--- src/rtl/mac_pe_pkg.sv ---
// Shared types, default widths and the accumulate adder for the mac_pe
// processing element. MAC_PE_SAT_EN (see mac_pe.sv) selects saturation.
package mac_pe_pkg;

    localparam int DATA_W_DEF = 8;
    localparam int ACC_MULT   = 3;
    localparam int ACC_W_DEF  = ACC_MULT * DATA_W_DEF;

    // Widest accumulator the adder helper handles; ACC_W must stay below this.
    localparam int MAX_W = 64;

    // Output-stationary accumulation states.
    typedef enum logic [1:0] {
        IDLE  = 2'd0,
        ACC   = 2'd1,
        DRAIN = 2'd2
    } os_state_t;

    typedef struct packed {
        logic [MAX_W-1:0] sum;
        logic             ovf;
    } add_res_t;

    // w-bit add with overflow detect and optional clamp. Operands are shifted
    // up so their MSB sits at bit MAX_W-1; carry and sign checks then use
    // fixed bit positions whatever w is. The result is shifted back down.
    function automatic add_res_t acc_add(
        input logic [MAX_W-1:0] a,
        input logic [MAX_W-1:0] b,
        input int unsigned      w,
        input logic             is_signed,
        input logic             sat_en
    );
        int unsigned      sh;
        logic [MAX_W-1:0] a_al;
        logic [MAX_W-1:0] b_al;
        logic [MAX_W-1:0] s_al;
        logic             carry;
        logic             ov;
        add_res_t         r;
        sh   = MAX_W - w;
        a_al = a << sh;
        b_al = b << sh;
        {carry, s_al} = {1'b0, a_al} + {1'b0, b_al};
        if (is_signed)
            ov = (a_al[MAX_W-1] == b_al[MAX_W-1]) && (s_al[MAX_W-1] != a_al[MAX_W-1]);
        else
            ov = carry;
        if (sat_en && ov) begin
            if (!is_signed)
                s_al = '1;
            else if (a_al[MAX_W-1])
                s_al = {1'b1, {(MAX_W-1){1'b0}}};
            else
                s_al = {1'b0, {(MAX_W-1){1'b1}}};
        end
        r.sum = s_al >> sh;
        r.ovf = ov;
        return r;
    endfunction

endpackage

--- src/rtl/mac_pe_mul.sv ---
// Combinational DATA_W x DATA_W multiplier, signed or unsigned, with the
// 2*DATA_W product sign- or zero-extended to ACC_W.
module mac_pe_mul
    import mac_pe_pkg::*;
#(
    parameter int DATA_W = DATA_W_DEF,
    parameter int ACC_W  = ACC_MULT * DATA_W
) (
    input  logic [DATA_W-1:0] a,
    input  logic [DATA_W-1:0] w,
    input  logic              signed_mode,
    output logic [ACC_W-1:0]  product
);

    logic [2*DATA_W-1:0] prod_raw;
    logic                ext;

    // Full-width product; operands extended per signedness first.
    always_comb begin
        if (signed_mode)
            prod_raw = $signed({{DATA_W{a[DATA_W-1]}}, a}) * $signed({{DATA_W{w[DATA_W-1]}}, w});
        else
            prod_raw = {{DATA_W{1'b0}}, a} * {{DATA_W{1'b0}}, w};
    end

    // Extend the product up to accumulator width.
    always_comb begin
        ext     = signed_mode & prod_raw[2*DATA_W-1];
        product = {ACC_W{ext}};
        product[2*DATA_W-1:0] = prod_raw;
    end

endmodule

--- src/rtl/mac_pe.sv ---
// Systolic-array MAC processing element supporting weight-stationary and
// output-stationary dataflows with a double-buffered weight register.
// Define MAC_PE_SAT_EN to clamp overflowing adds instead of wrapping.
module mac_pe
    import mac_pe_pkg::*;
#(
    parameter int DATA_W = DATA_W_DEF,
    parameter int ACC_W  = ACC_MULT * DATA_W
) (
    input  logic              clk,
    input  logic              rst,
    input  logic              signed_mode,
    input  logic              os_mode,
    input  logic [DATA_W-1:0] w_in,
    input  logic              w_ld,
    input  logic              w_swap,
    input  logic [DATA_W-1:0] a_in,
    input  logic              a_vld_in,
    input  logic [ACC_W-1:0]  psum_in,
    input  logic              psum_vld_in,
    input  logic              drain,
    output logic [DATA_W-1:0] a_out,
    output logic              a_vld_out,
    output logic [ACC_W-1:0]  psum_out,
    output logic              psum_vld_out,
    output logic              ovf
);

`ifdef MAC_PE_SAT_EN
    localparam logic SAT_EN = 1'b1;
`else
    localparam logic SAT_EN = 1'b0;
`endif

    os_state_t                state;
    logic [DATA_W-1:0]        shadow;
    logic [DATA_W-1:0]        w_act;
    logic [ACC_W-1:0]         acc;
    logic [ACC_W-1:0]         product;
    logic                     ws_active;
    logic                     add_used;
    logic [ACC_W-1:0]         add_a;
    add_res_t                 add_r;
    logic [ACC_W-1:0]         acc_sum;
    logic [MAX_W-ACC_W-1:0]   add_hi_unused;

    mac_pe_mul #(
        .DATA_W (DATA_W),
        .ACC_W  (ACC_W)
    ) u_mul (
        .a           (a_in),
        .w           (w_act),
        .signed_mode (signed_mode),
        .product     (product)
    );

    // One shared adder: WS adds to psum_in, OS adds to acc while in ACC and
    // to zero when a fresh accumulation starts (IDLE or DRAIN).
    always_comb begin
        ws_active = (state == IDLE) && !os_mode;
        add_used  = a_vld_in && (ws_active || (state == ACC));
        if (ws_active)
            add_a = psum_in;
        else if (state == ACC)
            add_a = acc;
        else
            add_a = '0;
        add_r = acc_add(MAX_W'(add_a), MAX_W'(product), ACC_W, signed_mode, SAT_EN);
        {add_hi_unused, acc_sum} = add_r.sum;
    end

    // Activation forwarding to the neighbouring PE.
    always_ff @(posedge clk) begin
        if (rst) begin
            a_out     <= '0;
            a_vld_out <= 1'b0;
        end else begin
            a_out     <= a_in;
            a_vld_out <= a_vld_in;
        end
    end

    // Double-buffered weight: swap reads the pre-load shadow value.
    always_ff @(posedge clk) begin
        if (rst) begin
            shadow <= '0;
            w_act  <= '0;
        end else begin
            if (w_ld)
                shadow <= w_in;
            if (w_swap)
                w_act <= shadow;
        end
    end

    // Dataflow FSM, accumulator, partial-sum output and sticky overflow.
    always_ff @(posedge clk) begin
        if (rst) begin
            state        <= IDLE;
            acc          <= '0;
            psum_out     <= '0;
            psum_vld_out <= 1'b0;
            ovf          <= 1'b0;
        end else begin
            psum_out     <= psum_in;
            psum_vld_out <= psum_vld_in;
            if (add_used && add_r.ovf)
                ovf <= 1'b1;
            case (state)
                IDLE: begin
                    if (!os_mode) begin
                        if (a_vld_in) begin
                            psum_out     <= acc_sum;
                            psum_vld_out <= 1'b1;
                        end
                    end else if (a_vld_in) begin
                        acc   <= acc_sum;
                        state <= ACC;
                    end
                end
                ACC: begin
                    if (drain) begin
                        psum_out     <= a_vld_in ? acc_sum : acc;
                        psum_vld_out <= 1'b1;
                        acc          <= '0;
                        state        <= DRAIN;
                    end else if (a_vld_in) begin
                        acc <= acc_sum;
                    end
                end
                DRAIN: begin
                    if (a_vld_in) begin
                        acc   <= acc_sum;
                        state <= ACC;
                    end else begin
                        state <= IDLE;
                    end
                end
                default: state <= IDLE;
            endcase
        end
    end

endmodule

--- config.mk ---
export PLATFORM = sky130hd
export DESIGN_NAME = mac_pe
export DESIGN_NICKNAME = d
export VERILOG_FILES = /design/src/rtl/mac_pe_pkg.sv /design/src/rtl/mac_pe_mul.sv /design/src/rtl/mac_pe.sv
export SDC_FILE = /design/constraint.sdc
export NUM_CORES = 1
export LEC_CHECK = 0
export BUFFER_PORTS_ARGS = -buffer_cell sky130_fd_sc_hd__buf_2
export CELL_PAD_IN_SITES_DETAIL_PLACEMENT = 1
export CELL_PAD_IN_SITES_GLOBAL_PLACEMENT = 1
export CORE_MARGIN = 2
export CORE_UTILIZATION = 47
export CTS_CLUSTER_SIZE = 8
export DETAILED_ROUTE_END_ITERATION = 8
export HOLD_SLACK_MARGIN = 0.08
export PLACE_DENSITY = 0.82
export SYNTH_ARGS = -nofsm -noshare
export SYNTH_HDL_FRONTEND = slang
export SYNTH_SLANG_ARGS = --single-unit
export TNS_END_PERCENT = 50
--- constraint.sdc ---
create_clock -name clk -period 8.8 [get_ports clk]
set_input_delay 0 -clock clk [delete_from_list [all_inputs] [get_ports clk]]
set_output_delay 0 -clock clk [all_outputs]
set_load 0.05 [all_outputs]
Yosys cells after proc, flatten, opt, wreduce, memory -nomap -nowiden
Cells that the tools add are included.
- input bits: 49
- bits in registers: 77
- output and inout port bits: 35
- logic and storage cells: 51
- bitwise gates (word level): 1
- reductions and logical operators: 10
- $add $sub $neg: 1
- equality and inequality tests: 7
- multiplexer cells: 21
- multipliers: 2
- operator list (kind ; count):
    24-bit 2-to-1 mux ; 8
    24-bit one-hot mux with 3 select lines ; 1
    64-bit by 64-bit adder with 65-bit output ; 1
    24-bit one-hot mux with 2 select lines ; 1
    8-bit by 8-bit multiplier with 16-bit output ; 2
    16-bit 2-to-1 mux ; 1
    2-bit 2-to-1 mux ; 3
    2-bit != test (second input constant) ; 3
    2-bit one-hot mux with 3 select lines ; 1
    1-bit 2-to-1 mux ; 5
    1-bit logical AND ; 4
    3-bit AND reduction ; 1
    3-bit nonzero test ; 1
    2-bit by 1-bit equality test with 1-bit output (second input constant) ; 1
    2-bit equality test (second input constant) ; 1
    2-bit logical NOT ; 1
    1-bit one-hot mux with 2 select lines ; 1
    2-bit AND reduction ; 1
    1-bit bitwise AND ; 1
    1-bit equality test ; 1
    1-bit logical NOT ; 1
    1-bit logical OR ; 1
    1-bit != test ; 1

Depth between registers and ports, before layout
- depth after elaboration: 8
- gate-level depth with buffers: 32
- mapped depth without buffers: 31

Hierarchy
From an unflattened synthesis, not the netlist that was laid out.
- cell total of the unflattened synthesis: 1045
- area total of the unflattened synthesis: 8876.0 um^2
- by module, submodules not included (module ; area an instance (um^2) ; seq. area each (um^2) ; cells each ; times used):
    mac_pe ; 4540.6 ; 1541.5 ; 538 ; 1
    mac_pe_mul ; 4335.4 ; 0.0 ; 507 ; 1

Least setup slack after synthesis
OpenSTA, ideal clock, no wires.
- kind: flip-flop to flip-flop
- start point: register w_act[7]
- end point: register acc[23]
- path slack: 1.977 ns
- buffers on the path: 1
- data arrival time: 6.702 ns
- cell stages (with the launch flop): 29
- period minus slack after synthesis: 6.823 ns
- required time: 8.678 ns
- library setup time: 0.122 ns
- cells stage by stage: dfxtp_1 clkbuf_1 nand2b_1 fa_1 fa_1 inv_1 fa_1 inv_1 fa_1 inv_1 ha_1 a21oi_1 o21bai_1 a21oi_1 o21ai_0 a21oi_1 o21ai_0 xnor2_1 a221oi_1 ha_1 a21o_1 a211oi_1 inv_1 o31ai_1 o311ai_2 a31oi_2 o2111ai_2 and2_4 a221o_1
- longest elaborated chain between the ends: 7
- elaborated cells on any way between the ends: 9
- classes of those cells: add/sub: 1; mul: 2; mux: 5; bitwise: 1
- RTL lines (item ; line ; text):
    start, declared ; mac_pe.sv:37 ; logic [DATA_W-1:0] w_act;
    start signal, assigned ; mac_pe.sv:92 ; w_act <= shadow;
    8-bit by 8-bit multiplier with 16-bit output, on equally long branches ; mac_pe_mul.sv:23, mac_pe_mul.sv:21 ;
    16-bit 2-to-1 mux * ; mac_pe_mul.sv:20 ; if (signed_mode)
    1-bit bitwise AND ; mac_pe_mul.sv:28 ; ext = signed_mode & prod_raw[2*DATA_W-1];
    64-bit by 64-bit adder with 65-bit output * ; mac_pe_pkg.sv:44 ; {carry, s_al} = {1'b0, a_al} + {1'b0, b_al};
    24-bit 2-to-1 mux * ; mac_pe.sv:116, mac_pe.sv:127, mac_pe.sv:132 ;
    24-bit 2-to-1 mux, on equally long branches ; mac_pe.sv:122, mac_pe.sv:111 ;
    24-bit one-hot mux with 3 select lines * ; mac_pe.sv:109 ; case (state)
    end signal, assigned ; mac_pe.sv:117 ; acc <= acc_sum;
    end signal, assigned ; mac_pe.sv:128 ; acc <= acc_sum;
    end signal, assigned ; mac_pe.sv:133 ; acc <= acc_sum;
    end, declared ; mac_pe.sv:38 ; logic [ACC_W-1:0] acc;
Every way passes the cells marked *; elsewhere a longest branch is shown, timed or not. The select of a mux whose other input is x is not followed.
A chain may end at the register's enable or synchronous reset.

Worst setup path in the final report
Ends and elaborated chain as after synthesis.

==> flow_metrics.env <==
export IMPL_timing_rr_end="acc[23]"
export IMPL_whs_path_depth=3
export IMPL_die_w_microns=140
export IMPL_crit_buf_inv=5
export IMPL_power_mw=1.29
export IMPL_syn2layout_area_growth_pct=15.5
export IMPL_finalWirelength_microns=26400
export IMPL_topRoutingLayerUsed="met4"
export IMPL_report_final_slew_viol_count=0
export IMPL_synth_cell_types=77
export IMPL_grt_pass1_wl_microns=43300
export IMPL_rr_startpoint="w_act[7]"
export IMPL_path_max_fanout=11
export IMPL_comb_power_share_pct=33.8
export IMPL_leakage_nw=4.93
export IMPL_cts_sinks=77
export IMPL_max_slew_margin_pct=25.1
export IMPL_failed_checks="design-rule violations"
export IMPL_async_flop_share_pct=0
export IMPL_rr_worst_depth=27
export IMPL_cts_tree="built"
export IMPL_outcome="finished, violations left"
export IMPL_critPathKind="flip-flop to flip-flop"
export IMPL_diodes=0
export IMPL_synth_edf_count=0
export IMPL_p_per_area_nw_per_um2=128
export IMPL_yosysWarnings=0
export IMPL_tightestPinTransition_ns=1.12
export IMPL_maxCapViolCount=0
export IMPL_setup_ws_ns=1.08
export IMPL_layout_min_cycle_time_ns=7.72
export IMPL_final_cells=1347
export IMPL_port_buffer_count=83
export IMPL_pre_cts_ws_ns=1.14
export IMPL_vias=7690
export IMPL_required_ns=9.05
export IMPL_grt_start_max_net_pins=87
export IMPL_rrSetupSlack_ns=1.08
export IMPL_skew_ns=0.00956
export IMPL_dr_pass1_iters=7
export IMPL_yosysSeqAreaShare_pct=17.7
export IMPL_cts_root_buf="clkbuf_16"
export IMPL_fmax_ghz=0.129
export IMPL_wl_met2_microns=13500
export IMPL_start_kind="flip-flop"
export IMPL_rsz0062_at_grt="false"
export IMPL_cts_buffers_inserted=9
export IMPL_p_sw_share_pct=36.7
export IMPL_hp_start="w_ld"
export IMPL_synth_fp_nets=1227
export IMPL_htreeDepth=3
export IMPL_fin_crit_sh_pct=87.8
export IMPL_hold_violations=0
export IMPL_synth_area_leaders="fa_1, dfxtp_1, ha_1"
export IMPL_final_antenna_net_count=0
export IMPL_peakVddDrop_uv=103
export IMPL_grt_total_usage_pct=27.6
export IMPL_drtIter0Drc=427
export IMPL_hpwl_microns=19400
export IMPL_drc_errors=5
export IMPL_crit_slowest_cell="fa_1"
export IMPL_layout_nets=1327
export IMPL_intPower_mw=0.815
export IMPL_die_h_microns=140
export IMPL_synth_ff_type="dfxtp_1"
export IMPL_power_switching_mw=0.473
export IMPL_grt_antenna_before_repair=0
export IMPL_synth_seq_cells=77
export IMPL_post_cts_resized=0
export IMPL_holdPathEnd="shadow[6]"
export IMPL_io_pins=84
export IMPL_worstPathArrival_ns=7.97
export IMPL_setup_viol=0
export IMPL_path_clk_slew_ns=0.07
export IMPL_clkPwrFrac_pct=36.0
export IMPL_pwr_share_seq_pct=30.2
export IMPL_wl_met3_microns=1160
export IMPL_die_area_sq_um=19600
export IMPL_numPlacedInstances=1285
export IMPL_cpLargestDelayFamily="compound AO/OA/AOI/OAI gates"
export IMPL_grt_pass1_vias=8391
export IMPL_core_sq_um=18100
export IMPL_final_layout_size_suffix_gt1_share_pct=12.0
export IMPL_final_setup_tns_ns=0
export IMPL_num_rows=49
export IMPL_post_synth_top_area_cell="fa_1"
export IMPL_initial_core_util_pct=48.1
export IMPL_hold_class="input pin to flip-flop"
export IMPL_clk_latency_ns=0.37
export IMPL_viasPerCell=5.71
export IMPL_gp_congestion=0.858
export IMPL_yosysTopAreaCellShare_pct=19.8
export IMPL_syn_area_sq_um=8700
export IMPL_synth_area_per_cell_sq_um=8.59
export IMPL_slowest_delay_ns=0.61
export IMPL_clk_path_buf_depth=2
export IMPL_end_kind="flip-flop"
export IMPL_wl_met1_microns=11100
export IMPL_netlist_instances=1013
export IMPL_wl_per_cell_microns=19.6
export IMPL_utilization_pct=55.6
export IMPL_grt_ovfl_total=0
-- power groups by stage --
stage	clock network [mW]	logic, mW	registers, mW
after floorplan	0	0.263	0.433
after global placement	0	0.398	0.394
after detailed placement	0	0.409	0.395
after CTS	0.470	0.432	0.387
after global routing	0.479	0.476	0.391
final	0.464	0.435	0.388
-- layout by cell type, fill, tap and decap left out, drive strengths merged, types with 4 or more instances in the layout --
master	instances
a22oi	30
buf	87
mux2	4
o21bai	10
nor2	90
nand2b	9
o211ai	9
a222oi	15
a2111oi	5
o21ai	25
a211oi	8
inv	176
dlygate4sd3	46
xnor2	35
nand2	53
o21a	6
ha	79
mux2i	20
o22ai	4
o31ai	4
fa	86
xor2	10
and2	50
a21oi	47
nand3	11
nor2b	15
clkbuf	10
dfxtp	77
nor3	14
a22o	20
a21o	8
-- cells in the mapped netlist (6+ instances only) --
cell type / count
o21a_1: 6
a211oi_1: 8
a222oi_1: 15
a22o_1: 19
dfxtp_1: 77
fa_1: 86
xor2_1: 10
a22oi_1: 29
nor2_1: 90
o21bai_1: 10
nor3_1: 12
ha_1: 79
nand3_1: 10
inv_1: 172
nor2b_1: 15
o211ai_1: 8
and2_1: 49
a21oi_1: 45
o21ai_0: 24
mux2i_1: 20
nand2_1: 53
xnor2_1: 34
a21o_1: 8
clkbuf_1: 36
nand2b_1: 9
-- worst max-delay path by stage --
stage | from | slack (ns) | cells after the start | endpoint
finish | w_act[7] | 1.08 | 27 | acc[23]
floorplan | w_act[7] | 1.98 | 28 | acc[23]
detailed placement | w_act[7] | 1.14 | 27 | acc[23]
CTS | w_act[7] | 1.02 | 27 | acc[23]
global route | w_act[7] | 0.55 | 27 | acc[23]
global placement | w_act[7] | 1.45 | 27 | acc[23]
-- flip-flops by register name (all words and copies together), names as in the netlist --
| name | count |
|---|---|
| a_out | 8 |
| a_vld_out | 1 |
| acc | 24 |
| ovf | 1 |
| psum_out | 24 |
| psum_vld_out | 1 |
| shadow | 8 |
| state | 2 |
| w_act | 8 |
-- worst register-to-register path: cells and delay by family (launching register included) --
family                   cells  cell delay (ns)
flip-flops                   1             0.52
XOR/XNOR                     1             0.15
AO/OA/AOI/OAI               14             3.33
AND/OR/NAND/NOR              1             0.22
adder cells (fa/ha/maj)      6             2.83
buffers and inverters        5             0.58
-- final cells by class --
type,instances,area (sq um)
Fill cell,2150,8030
Multi-Input combinational cell,717,6310
Sequential cell,77,1540
Timing Repair Buffer,133,906
Inverter,175,657
Tap cell,229,287
Clock buffer,10,229
Clock inverter,6,118
-- through the flow --
step           area, sq um  hold slack (ns)
2_1_floorplan         8700           0.0801
3_3_place_gp          9250            0.217
3_5_place_dp          9250            0.240
4_1_cts              10100           0.0882
5_1_grt              10100            0.113
6_report             10100           0.0812
-- kinds of logic after synthesis --
| group | share of synthesized area [%] |
|---|---|
| muxes | 2.82 |
| xor gates and xnor gates | 4.62 |
| DFF | 17.7 |
| adders and majority gates | 31.1 |
| and+or+nand+nor | 14.8 |
| AOI/OAI and AO/OA | 19.1 |
| buffers and inverters | 9.76 |
-- layer usage --
| metal | global-route usage [%] | up-vias |
|---|---|---|
| met5 | 0 | - |
| met1 | 34.8 | 3852 |
| met2 | 49.9 | 195 |
| met4 | 7.55 | 0 |
| met3 | 3.42 | 45 |
| li1 | - | 3598 |
-- what timing repair did --
item	in CTS	in global routing
buffers inserted	0	0
hold buffers	46	0
hold endpoints to repair	43	0
setup endpoints to repair	0	0
No activity file was read; power rests on OpenSTA's default activity.
